`src/rtl/matrix_pattern_gen.sv`:
```
// matrix_pattern_gen: Wishbone master that renders RGB565 test patterns into a double-buffered LED framebuffer
// Ports: clk/rst (async, active-high); adr_o/dat_o/dat_i/we_o/sel_o/stb_o/cyc_o/ack_i/cti_o classic Wishbone master;
// enable_i gates frame triggers, mode_i picks the pattern; busy_o spans a frame; frame_done_o/timeout_o/overrun_o are 1-cycle pulses.
module matrix_pattern_gen #(
  parameter int ADDRESS_WIDTH = 16,
  parameter int DATA_WIDTH = 16,
  parameter int COLS = 20,
  parameter int ROWS = 15,
  parameter int ROW_STRIDE = 32,
  parameter int FRAME_ADDRESS = 'h0000,
  parameter int PAGE_STRIDE = 'h0400,
  parameter int CTRL_ADDRESS = 'h4000,
  parameter int FRAME_TIME = 2400000,
  parameter int FRAME_DELAY_START = 100,
  parameter int MAX_WAIT = 8
) (
  input  logic                      clk,
  input  logic                      rst,
  output logic [ADDRESS_WIDTH-1:0]  adr_o,
  output logic [DATA_WIDTH-1:0]     dat_o,
  input  logic [DATA_WIDTH-1:0]     dat_i,
  output logic                      we_o,
  output logic [DATA_WIDTH/8-1:0]   sel_o,
  output logic                      stb_o,
  output logic                      cyc_o,
  input  logic                      ack_i,
  output logic [2:0]                cti_o,
  input  logic                      enable_i,
  input  logic [1:0]                mode_i,
  output logic                      busy_o,
  output logic                      frame_done_o,
  output logic                      timeout_o,
  output logic                      overrun_o
);
  localparam int AW = ADDRESS_WIDTH;
  localparam int DW = DATA_WIDTH;
  localparam int CW = COLS > 1 ? $clog2(COLS) : 1;
  localparam int RW = ROWS > 1 ? $clog2(ROWS) : 1;
  localparam int WW = $clog2(MAX_WAIT + 1);
  localparam int TW = $clog2((FRAME_TIME > FRAME_DELAY_START ? FRAME_TIME : FRAME_DELAY_START) + 1);
  typedef enum logic [2:0] {WAIT, COMPUTE, BUS, FLIP_SETUP, FLIP_BUS} state_t;
  state_t state_q;
  logic [TW-1:0] timer_q;
  logic [RW-1:0] row_q;
  logic [CW-1:0] col_q;
  logic [1:0] mode_q;
  logic [4:0] offset_q;
  logic [WW-1:0] wait_q;
  logic [AW-1:0] adr_q;
  logic [DW-1:0] dat_q;
  logic page_q, cyc_q, busy_q, frame_done_q, timeout_q, overrun_q;
  logic trig, start, timed_out, last_col, last_pix, unused_dat;
  logic [CW-1:0] col_r_d, c_d;
  logic [15:0] sum_d, pix_d, flip_d;
  logic [2:0] idx_d;
  logic [AW-1:0] base_d, pix_adr_d;
  function automatic logic [15:0] palette(input logic [2:0] i);
    return i == 3'd0 ? 16'hF800 : i == 3'd1 ? 16'hF300 : i == 3'd2 ? 16'hF5E0 :
           i == 3'd3 ? 16'h07C0 : i == 3'd4 ? 16'h001F : i == 3'd5 ? 16'h7817 : 16'h0000;
  endfunction
  assign trig = timer_q == '0;
  // A trigger landing in the frame_done_o cycle belongs to the finished frame and is treated as overrun
  assign start = trig && enable_i && state_q == WAIT && !frame_done_q;
  assign timed_out = wait_q == WW'(MAX_WAIT - 1);
  assign last_col = col_q == CW'(COLS - 1);
  assign last_pix = last_col && row_q == RW'(ROWS - 1);
  assign col_r_d = CW'(COLS - 1) - col_q;
  assign c_d = (mode_q == 2'd1 && col_r_d < col_q) ? col_r_d : col_q;
  assign sum_d = 16'(offset_q) + 16'(row_q) + 16'(c_d);
  assign idx_d = 3'((sum_d % 16'd24) / 16'd4);
  assign pix_d = mode_q == 2'd2 ? ((row_q[0] ^ col_q[0] ^ offset_q[1]) ? 16'h0000 : 16'hFFFF)
               : palette(mode_q == 2'd3 ? offset_q[4:2] : idx_d);
  assign base_d = AW'(FRAME_ADDRESS) + (page_q ? AW'(PAGE_STRIDE) : AW'(0));
  assign pix_adr_d = base_d + AW'(row_q) * AW'(ROW_STRIDE) + AW'(col_q);
  assign flip_d = 16'({base_d, 1'b0});
  assign unused_dat = ^dat_i;
  assign adr_o = adr_q;
  assign dat_o = dat_q;
  assign cyc_o = cyc_q;
  assign stb_o = cyc_q;
  assign we_o = cyc_q;
  assign sel_o = '1;
  assign cti_o = 3'b000;
  assign busy_o = busy_q;
  assign frame_done_o = frame_done_q;
  assign timeout_o = timeout_q;
  assign overrun_o = overrun_q;
  always_ff @(posedge clk or posedge rst) begin
    if (rst) begin
      state_q <= WAIT;
      timer_q <= TW'(FRAME_DELAY_START);
      row_q <= '0;
      col_q <= '0;
      mode_q <= '0;
      offset_q <= '0;
      wait_q <= '0;
      adr_q <= '0;
      dat_q <= '0;
      page_q <= 1'b0;
      cyc_q <= 1'b0;
      busy_q <= 1'b0;
      frame_done_q <= 1'b0;
      timeout_q <= 1'b0;
      overrun_q <= 1'b0;
    end else begin
      timer_q <= trig ? TW'(FRAME_TIME - 1) : timer_q - TW'(1);
      frame_done_q <= 1'b0;
      timeout_q <= 1'b0;
      overrun_q <= trig && (state_q != WAIT || frame_done_q);
      case (state_q)
        WAIT: begin
          row_q <= '0;
          col_q <= '0;
          if (start) begin
            mode_q <= mode_i;
            busy_q <= 1'b1;
            state_q <= COMPUTE;
          end
        end
        COMPUTE: begin
          adr_q <= pix_adr_d;
          dat_q <= DW'(pix_d);
          cyc_q <= 1'b1;
          wait_q <= '0;
          state_q <= BUS;
        end
        BUS: begin
          if (ack_i) begin
            cyc_q <= 1'b0;
            col_q <= last_col ? '0 : col_q + CW'(1);
            row_q <= last_col ? row_q + RW'(1) : row_q;
            state_q <= last_pix ? FLIP_SETUP : COMPUTE;
          end else if (timed_out) begin
            cyc_q <= 1'b0;
            timeout_q <= 1'b1;
            state_q <= COMPUTE;
          end else begin
            wait_q <= wait_q + WW'(1);
          end
        end
        FLIP_SETUP: begin
          adr_q <= AW'(CTRL_ADDRESS);
          dat_q <= DW'(flip_d);
          cyc_q <= 1'b1;
          wait_q <= '0;
          state_q <= FLIP_BUS;
        end
        FLIP_BUS: begin
          if (ack_i) begin
            cyc_q <= 1'b0;
            page_q <= ~page_q;
            offset_q <= offset_q >= 5'd22 ? 5'd0 : offset_q + 5'd2;
            frame_done_q <= 1'b1;
            busy_q <= 1'b0;
            state_q <= WAIT;
          end else if (timed_out) begin
            cyc_q <= 1'b0;
            timeout_q <= 1'b1;
            state_q <= FLIP_SETUP;
          end else begin
            wait_q <= wait_q + WW'(1);
          end
        end
        default: state_q <= WAIT;
      endcase
    end
  end
endmodule

```
`config.mk`:
```
export PLATFORM = sky130hd
export DESIGN_NAME = matrix_pattern_gen
export DESIGN_NICKNAME = d
export VERILOG_FILES = /design/src/rtl/matrix_pattern_gen.sv
export SDC_FILE = /design/constraint.sdc
export NUM_CORES = 1
export LEC_CHECK = 0
export ABC_AREA = 1
export BUFFER_PORTS_ARGS = -buffer_cell sky130_fd_sc_hd__buf_4
export CAP_MARGIN = 20
export CORE_AREA = 2 2 92 94
export DETAILED_ROUTE_END_ITERATION = 16
export DIE_AREA = 0 0 94 96
export GPL_TIMING_DRIVEN = 0
export PLACE_DENSITY = 0.75
export SLEW_MARGIN = 20
export SYNTH_ARGS = -nofsm -noshare
export SYNTH_HDL_FRONTEND = slang
export SYNTH_SLANG_ARGS = --single-unit
```
`constraint.sdc`:
```
create_clock -name clk -period 4.14 [get_ports clk]
set_input_delay 0.828 -clock clk [delete_from_list [all_inputs] [get_ports clk]]
set_output_delay 0.828 -clock clk [all_outputs]
set_load 0.01 [all_outputs]
```
==> After elaboration in Yosys (flattened, before gate mapping) <==
Cells that the tools add are included.
{ "classes": {"add_sub_neg": 10, "bitwise": 3, "n_lt_le_gt_ge": 2, "div": 1, "muxes": 42, "reduce_logical": 26, "eq_ne": 24} }
{ "ops": {"columns": ["operator", "count"], "rows": [
  ["$mux 16", 5],
  ["$pmux 16 s2", 2],
  ["$mux 15", 3],
  ["$logic_not 22->1", 1],
  ["$mux 22", 1],
  ["$sub 22x1->22 const B", 1],
  ["$mux 5", 4],
  ["$mux 3", 6],
  ["$mod 16x5->16 const B", 1],
  ["$mux 4", 4],
  ["$pmux 4 s2", 2],
  ["$pmux 3 s5", 1],
  ["$add 12x5->13", 1],
  ["$add 11x9->12", 1],
  ["$eq 3x2->1 const B", 4],
  ["$ne 2x2->1 const B", 6],
  ["$reduce_and 3->1", 4],
  ["$mux 11", 1],
  ["$pmux 5 s2", 1],
  ["$eq 3x3->1 const B", 3],
  ["$mux 1", 9],
  ["$add 4x1->4 const B", 2],
  ["$reduce_and 2->1", 4],
  ["$reduce_bool 2->1", 4],
  ["other kinds (25)", 37]
]} }
{ "word_totals": {"elab_cells": 123, "out_inout_bits": 44, "reg_bits": 83, "input_bits": 22} }

==> Logic depth before layout (Yosys ltp) <==
Gate-level depths: netlist of the first run.
{ "depth": {"depth_word": 16, "ltp_mapped": 29, "depth_no_buf": 29} }

==> Least setup slack after synthesis of the first run <==
OpenSTA, ideal clock, no wires.
{ "synth_timing": {"kind": "reg-to-reg", "startpoint": "register col_q[2]", "endpoint": "register dat_q[11] (netlist: dat_o[11])", "n_path_buf": 0, "setup_slack_ns": 0.061, "arrival_time_ns": 3.962, "path_stages_with_launch": 29, "period_less_slack_ns": 4.079, "required_ns": 4.024, "setup_time_ns": 0.116, "path_cell_list": "dfrtp_1 > inv_1 > ha_1 > o21ai_0 > nand2_1 > xor2_1 > fa_1 > inv_1 > ha_1 > fa_1 > nand3_1 > nand3_1 > nand2_1 > nand2_1 > ha_1 > nand3b_1 > nand2_1 > nand3_1 > nand2_1 > nand2_1 > nand3_1 > nand2_1 > nand2_1 > nand2_1 > o21bai_1 > nand3_1 > nand2_1 > nand2_1 > nand2_1"} }
{ "synth_via": {"elab_chain_len": 16, "elab_cells_between_ends": 21, "classes_between": "2 x add/sub; 1 x div; 1 x order compare; 5 x eq/ne; 10 x mux; 2 x reduce/logical"} }
{ "synth_lines": {"columns": ["item", "line_no", "text"], "rows": [
  ["start, declared", "45", "logic [CW-1:0] col_q;"],
  ["start signal, assigned", "130", "col_q <= last_col ? '0 : col_q + CW'(1);"],
  ["$sub 5x5->5", "67", "assign col_r_d = CW'(COLS - 1) - col_q;"],
  ["$lt 5x5->1", "68", "assign c_d = (mode_q == 2'd1 && col_r_d < col_q) ? col_r_d : col_q;"],
  ["$logic_and 1x1->1", "68", null],
  ["$mux 5 (*)", "68", null],
  ["$add 6x5->7 (*)", "69", "assign sum_d = 16'(offset_q) + 16'(row_q) + 16'(c_d);"],
  ["$mod 16x5->16 (*)", "70", "assign idx_d = 3'((sum_d % 16'd24) / 16'd4);"],
  ["$mux 3 (*)", "72", ": palette(mode_q == 2'd3 ? offset_q[4:2] : idx_d);"],
  ["$eq 3x3->1", "59", "i == 3'd3 ? 16'h07C0 : i == 3'd4 ? 16'h001F : i == 3'd5 ? 16'h7817 : 16'h0000;"],
  ["$mux 15 (3 in a row)", "59", null],
  ["$mux 16 (2 in a row)", "58", "return i == 3'd0 ? 16'hF800 : i == 3'd1 ? 16'hF300 : i == 3'd2 ? 16'hF5E0 :"],
  ["$mux 16 (*)", "58", null],
  ["$mux 16 (*)", "71", "assign pix_d = mode_q == 2'd2 ? ((row_q[0] ^ col_q[0] ^ offset_q[1]) ? 16'h0000 : 16'hFFFF)"],
  ["$pmux 16 s2 (*)", "110", "case (state_q)"],
  ["end signal, assigned", "122", "dat_q <= DW'(pix_d);"],
  ["end signal, assigned", "143", "dat_q <= DW'(flip_d);"],
  ["end, declared", "50", "logic [DW-1:0] dat_q;"]
]} }
Mark *: on every way between the ends. The rest lies on a longest branch, timed or not.
A chain may end at the register's enable or synchronous reset.

==> Final worst setup path of the first run <==
{ "layout_timing": {"startpoint": "register col_q[3]", "endpoint": "register dat_q[11] (netlist: dat_o[11])"} }
The elaborated chain is that of the path after synthesis.

==> results of run 1 <==
[critical path, delay by kind of cell, from the launching register on]
| kind | cells | cell delay (ns) |
|---|---|---|
| AO/OA/AOI/OAI | 2 | 0.26 |
| AND/OR/NAND/NOR | 18 | 1.55 |
| adder cells (fa/ha/maj) | 5 | 1.43 |
| buffers and inverters | 2 | 0.17 |
| flip-flops | 1 | 0.42 |
| XOR/XNOR | 1 | 0.17 |
[metal layers]
metal	GRT usage (%)	wire length, µm	up-vias
li1	-	-	1648
met1	22.4	3520	1574
met2	35.3	4310	59
met3	5.17	348	11
met4	5.92	117	0
met5	0	0	-
[area by class of cell]
| type | instances | area [µm²] |
|---|---|---|
| Fill cell | 696 | 3140 |
| Multi-Input combinational cell | 325 | 2020 |
| Sequential cell | 70 | 1760 |
| Timing Repair Buffer | 51 | 403 |
| Inverter | 69 | 263 |
| Buffer | 22 | 154 |
| Clock buffer | 11 | 141 |
| Tap cell | 105 | 131 |
| Clock inverter | 5 | 36.3 |
[logic make-up after synthesis]
logic type,synth area share [%]
AO/OA/AOI/OAI,9.40
XOR/XNOR,3.29
adder cells (fa/ha/maj),7.33
buffers and inverters,10.4
flip-flops,43.9
multiplexers,0.939
other,0.188
AND/OR/NAND/NOR,24.6
[registers in the layout, summed over array words and instances, names as in the netlist, 2 cells and up]
register  flops
offset_q      4
row_q         4
mode_q        2
state_q       3
wait_q        4
col_q         5
timer_q      22
dat_o         9
adr_o        11
[per-stage QoR]
step                      worst slack, ns  cells  instance area (µm²)  hold WS [ns]
final                              0.0326    658                 4910         0.391
after CTS                         0.00771    651                 4720         0.384
after global placement             -0.288    630                 4450         0.425
after detailed placement           -0.427    631                 4480         0.428
after global routing               -0.161    658                 4910         0.387
after floorplan                    0.0615    486                 4030         0.409
[worst min-delay path by stage]
stage,start,endpoint,slack (ns),cells past startpoint
global route,rst,timer_q[18],0.39,2
CTS,rst,timer_q[18],0.38,2
detailed placement,timer_q[0],timer_q[0],0.43,1
finish,rst,timer_q[18],0.39,2
floorplan,timer_q[0],timer_q[0],0.41,1
global placement,timer_q[0],timer_q[0],0.43,1
[power by group]
part	total (mW)	internal, mW	switching (mW)	leakage [nW]
Sequential	0.919	0.806	0.113	0.879
Combinational	1.07	0.438	0.632	1.50
Clock	0.499	0.234	0.266	0.0815
Total	2.49	1.48	1.01	2.46
[layout by cell type (no fill, tap or decap), drive strengths merged]
cell type  synthesis  final
a21oi             13     13
clkinvlp           0      3
mux2               3      3
nor3b              1      1
or2                4      4
a21boi             1      1
or3                1      1
clkbuf             3     14
nand2            105    105
o21bai             1      1
xor2              13     13
nand4              4      4
dfrtp             67     67
ha                17     17
nor3              11     11
inv               68     68
dfstp              3      3
a31oi              4      4
nor4               1      1
nor2              46     46
conb               2     10
fa                 4      4
nand3b             2      2
o21ai             43     43
xnor2              2      2
nand3             32     32
a22o               2      2
buf               19     70
o21a               3      3
o22ai              1      1
o311ai             1      1
clkinv             1      3
[repair_timing]
| item | in CTS | in global routing |
|---|---|---|
| buffers inserted | 4 | 7 |
| setup endpoints to repair | 9 | 9 |
| pin swaps | 1 | 15 |
| gates cloned | 0 | 0 |
| resized for setup | 11 | 30 |
==> impl_metrics.env, run 1 <==
export IMPL_netlist_area_leader_share_pct=42.0
export IMPL_final_nets=591
export IMPL_viasPerCell=5.00
export IMPL_cp_max_fo=6
export IMPL_p_total_mw=2.49
export IMPL_cp_startpoint="col_q[3]"
export IMPL_final_core_util_pct=61.0
export IMPL_grt_pass1_wl_um=13700
export IMPL_htreeDepth=3
export IMPL_status="finished clean"
export IMPL_gp_congestion=0.868
export IMPL_cpMostUsedCell="nand2_2"
export IMPL_worstSetupStartpointType="flip-flop"
export IMPL_hold_buffers=0
export IMPL_power_density_nw_per_um2=507
export IMPL_start_util_pct=49.6
export IMPL_finClkSkew_ns=0.0143
export IMPL_yosys_cell_count_top_type="nand2_1"
export IMPL_clk_pin_slew_ns=0.08
export IMPL_drt_wirelength_per_cell_um=12.6
export IMPL_crit_path_end="dat_o[11]"
export IMPL_grt_max_degree=58
export IMPL_drc_errors=0
export IMPL_endpoint_kind="flip-flop"
export IMPL_synth_area_um2=4000
export IMPL_port_buffers=39
export IMPL_dpl_hpwl_um=5980
export IMPL_seq_area_frac_synth_pct=43.9
export IMPL_slew_violations=0
export IMPL_min_path_type="input pin to async pin"
export IMPL_synth_ff_type="dfrtp_1"
export IMPL_max_slew_margin_pct=50.8
export IMPL_r2r_start="col_q[3]"
export IMPL_pin_count=66
export IMPL_finalHoldViolCount=0
export IMPL_power_leakage_nw=2.46
export IMPL_antenna_cells=0
export IMPL_clock_sinks=70
export IMPL_cts_buffers=9
export IMPL_cts_tree="done"
export IMPL_synth_area_top_cells="dfrtp_1 42%, nand2_1 9.5%, inv_1 6.3%"
export IMPL_critPathMaxStageDelay_ns=0.52
export IMPL_fmax_mhz=243
export IMPL_clock_latency_ns=0.35
export IMPL_avgSynthCellArea_um2=8.36
export IMPL_rows=33
export IMPL_period_share_pct=99.2
export IMPL_antenna_found_initial=0
export IMPL_dieArea_um2=9020
export IMPL_maxCapViolations=0
export IMPL_yosysTopAreaCell="dfrtp_1"
export IMPL_max_slew_worst_pin_slew_ns=0.730
export IMPL_async_flop_share_pct=100
export IMPL_dr_first_iter_drc_count=149
export IMPL_slowest_stage="fa_1"
export IMPL_syn_to_final_growth_pct=22.9
export IMPL_die_w_um=94
export IMPL_setup_tns_final_ns=0
export IMPL_worstRegToRegCells=28
export IMPL_r2r_setup_slack_ns=0.03
export IMPL_firstDrtPassIters=4
export IMPL_root_buffer="clkbuf_8"
export IMPL_ys_seq_elements=70
export IMPL_setup_viol=0
export IMPL_routed_wl_um=8300
export IMPL_vias=3292
export IMPL_drive_gt1_share_pct=25.9
export IMPL_grt_pass1_vias=3182
export IMPL_reg2reg_to="dat_o[11]"
export IMPL_synth_edff_count=0
export IMPL_core_area_um2=8050
export IMPL_yosys_warnings=0
export IMPL_cts_max_path_buffers=2
export IMPL_fp_dieH_um=96
export IMPL_ys_types=43
export IMPL_crit_arrival_ns=4.35
export IMPL_rsz0062_at_grt="true"
export IMPL_antenna_left=0
export IMPL_worstPathRequired_ns=4.39
export IMPL_synth_cells=478
export IMPL_grt_ovfl_total=0
export IMPL_period_minus_slack_ns=4.11
export IMPL_peakVddDrop_mv=0.248
export IMPL_crit_type="flip-flop to flip-flop"
export IMPL_grtUsageTotal_pct=19.4
export IMPL_synth_commonest_cells="101 x nand2_1, 67 x dfrtp_1, 67 x inv_1"
No activity file was read; power rests on OpenSTA's default activity.
==> run 2: changes to the inputs <==
--- a/config.mk
+++ b/config.mk
@@ -6,13 +6,13 @@
 export NUM_CORES = 1
 export LEC_CHECK = 0
 export ABC_AREA = 1
-export BUFFER_PORTS_ARGS = -buffer_cell sky130_fd_sc_hd__buf_4
 export CAP_MARGIN = 20
-export CORE_AREA = 2 2 92 94
+export CORE_AREA = 2 2 89 91
 export DETAILED_ROUTE_END_ITERATION = 16
-export DIE_AREA = 0 0 94 96
+export DIE_AREA = 0 0 91 93
+export DONT_BUFFER_PORTS = 1
 export GPL_TIMING_DRIVEN = 0
-export PLACE_DENSITY = 0.75
+export PLACE_DENSITY = 0.71
 export SLEW_MARGIN = 20
 export SYNTH_ARGS = -nofsm -noshare
 export SYNTH_HDL_FRONTEND = slang
==> impl_metrics.env, run 2 (synthesis gave the netlist of run 1 again) <==
export IMPL_firstDrtPassIters=4
export IMPL_die_w_um=91
export IMPL_grt_pass1_wl_um=13700
export IMPL_largest_reg_flops=22
export IMPL_grt_pass1_vias=3012
export IMPL_largest_register="timer_q"
export IMPL_p_comb_share_pct=36.2
export IMPL_finalHoldViolCount=0
export IMPL_max_slew_worst_pin_slew_ns=0.697
export IMPL_max_slew_margin_pct=53.0
export IMPL_setup_tns_final_ns=0
export IMPL_syn_to_final_growth_pct=18.4
export IMPL_gp_congestion=0.848
export IMPL_fp_dieH_um=93
export IMPL_drt_wirelength_per_cell_um=13.2
export IMPL_endpoint_kind="flip-flop"
export IMPL_critPathMaxStageDelay_ns=0.49
export IMPL_setup_viol=0
export IMPL_power_switching_mw=1.00
export IMPL_final_nets=556
export IMPL_start_util_pct=53.1
export IMPL_period_minus_slack_ns=3.99
export IMPL_routed_wl_um=8210
export IMPL_htreeDepth=3
export IMPL_antenna_cells=0
export IMPL_viasPerCell=5.05
export IMPL_cts_buffers=9
export IMPL_switching_share_pct=39.1
export IMPL_ff_latch_area_um2=1760
export IMPL_mostFrequentLayoutCell="nand2_1"
export IMPL_period_share_pct=96.5
export IMPL_seq_power_share_pct=37.2
export IMPL_cp_startpoint="col_q[2]"
export IMPL_vias=3134
export IMPL_core_area_um2=7530
export IMPL_multi_input_area_um2=2040
export IMPL_hold_slack_ns=0.352
export IMPL_p_total_mw=2.56
export IMPL_antenna_left=0
export IMPL_reg2reg_to="dat_o[11]"
export IMPL_slowest_stage="fa_1"
export IMPL_root_buffer="clkbuf_8"
export IMPL_cp_max_fo=6
export IMPL_r2r_start="col_q[2]"
export IMPL_drc_errors=0
export IMPL_worstSetupStartpointType="flip-flop"
export IMPL_rsz0062_at_grt="true"
export IMPL_dpl_hpwl_um=5810
export IMPL_nFillCells=674
export IMPL_maxCapViolations=0
export IMPL_power_leakage_nw=2.30
export IMPL_r2r_setup_slack_ns=0.15
export IMPL_clock_latency_ns=0.35
export IMPL_fin_cells=620
export IMPL_slew_violations=0
export IMPL_worstPathRequired_ns=4.39
export IMPL_dr_first_iter_drc_count=182
export IMPL_grtUsageTotal_pct=20.4
export IMPL_fmax_mhz=250
export IMPL_final_cell_mix="90 x nand2_1, 66 x dfrtp_1, 61 x inv_1"
export IMPL_pin_count=66
export IMPL_pwr_share_clk_pct=26.6
export IMPL_rows=32
export IMPL_finClkSkew_ns=0.00842
export IMPL_dieArea_um2=8460
export IMPL_port_buffers=0
export IMPL_antenna_found_initial=0
export IMPL_internal_power_mw=1.56
export IMPL_clock_sinks=70
export IMPL_min_path_type="input pin to async pin"
export IMPL_cts_tree="done"
export IMPL_placedCellCount=589
export IMPL_drive_gt1_share_pct=22.2
export IMPL_peakVddDrop_mv=0.249
export IMPL_status="finished clean"
export IMPL_grt_max_degree=40
export IMPL_cpMostUsedCell="nand2_1"
export IMPL_crit_arrival_ns=4.24
export IMPL_grt_ovfl_total=0
export IMPL_power_density_nw_per_um2=542
export IMPL_cts_max_path_buffers=2
export IMPL_crit_type="flip-flop to flip-flop"
export IMPL_worstRegToRegCells=28
export IMPL_clk_pin_slew_ns=0.08
run 2: cell count changes in the layout (fill, tap and decap cells not counted), moves of 2 or more:
cell	delta
buf_4	-36
bufinv_16	+3
inv_1	-2
nand2_1	-2
o21ai_0	-2
clkinvlp_4	-2
o21ai_2	+2
run 2: worst max-delay path by stage:
| stage | end |
|---|---|
| after global routing | dat_o[11] |
| after floorplan | dat_o[11] |
| after global placement | dat_o[11] |
| after detailed placement | dat_o[5] |
| final | dat_o[11] |
| after CTS | dat_o[11] |
run 2: power groups by stage:
stage / sequential, mW / clock [mW] / combinational, mW
6_report: 0.953 / 0.682 / 0.928
3_5_place_dp: 0.965 / 0 / 0.819
2_1_floorplan: 0.928 / 0 / 0.660
3_3_place_gp: 0.961 / 0 / 0.792
5_1_grt: 0.972 / 0.729 / 1.05
4_1_cts: 0.953 / 0.695 / 0.837
run 2: area by class of cell:
cell class / instances / area share (%)
multi-input combinational: 325 / 43.2
clock buffer: 11 / 2.99
buffer: 22 / 3.25
clock inverter: 5 / 2.25
timing repair buffer: 16 / 2.88
inverter: 69 / 5.61
sequential: 70 / 37.1
tap: 102 / 2.70
run 2: timing repair:
item	CTS	global route
hold buffers	0	0
resized for setup	9	44
pin swaps	0	16
buffers inserted	5	10
setup endpoints to repair	9	9
run 2: through the flow:
stage / area, µm² / setup WS (ns) / utilization (%)
after floorplan: 4030 / 0.0615 / -
after global placement: 4150 / -0.318 / 55.2
after detailed placement: 4180 / -0.383 / 55.5
after CTS: 4490 / 0.00758 / 59.6
after global routing: 4730 / -0.0947 / 62.8
final: 4730 / 0.147 / 62.8
run 2: layer usage:
metal | vias up | global-route usage, % | share of wire [%]
met5 | - | 0 | 0
met4 | 0 | 6.94 | 1.4
met3 | 11 | 6.85 | 5.4
met2 | 45 | 34.8 | 52
met1 | 1512 | 24.3 | 41
li1 | 1566 | - | -
run 2: critical path, delay by kind of cell, from the launching register on:
kind            cells  cell delay, ns
flops               1            0.46
xor+xnor            1            0.15
buf+inv             3            0.19
simple gates       17            1.43
fa+ha+maj           5            1.39
compound gates      2            0.25
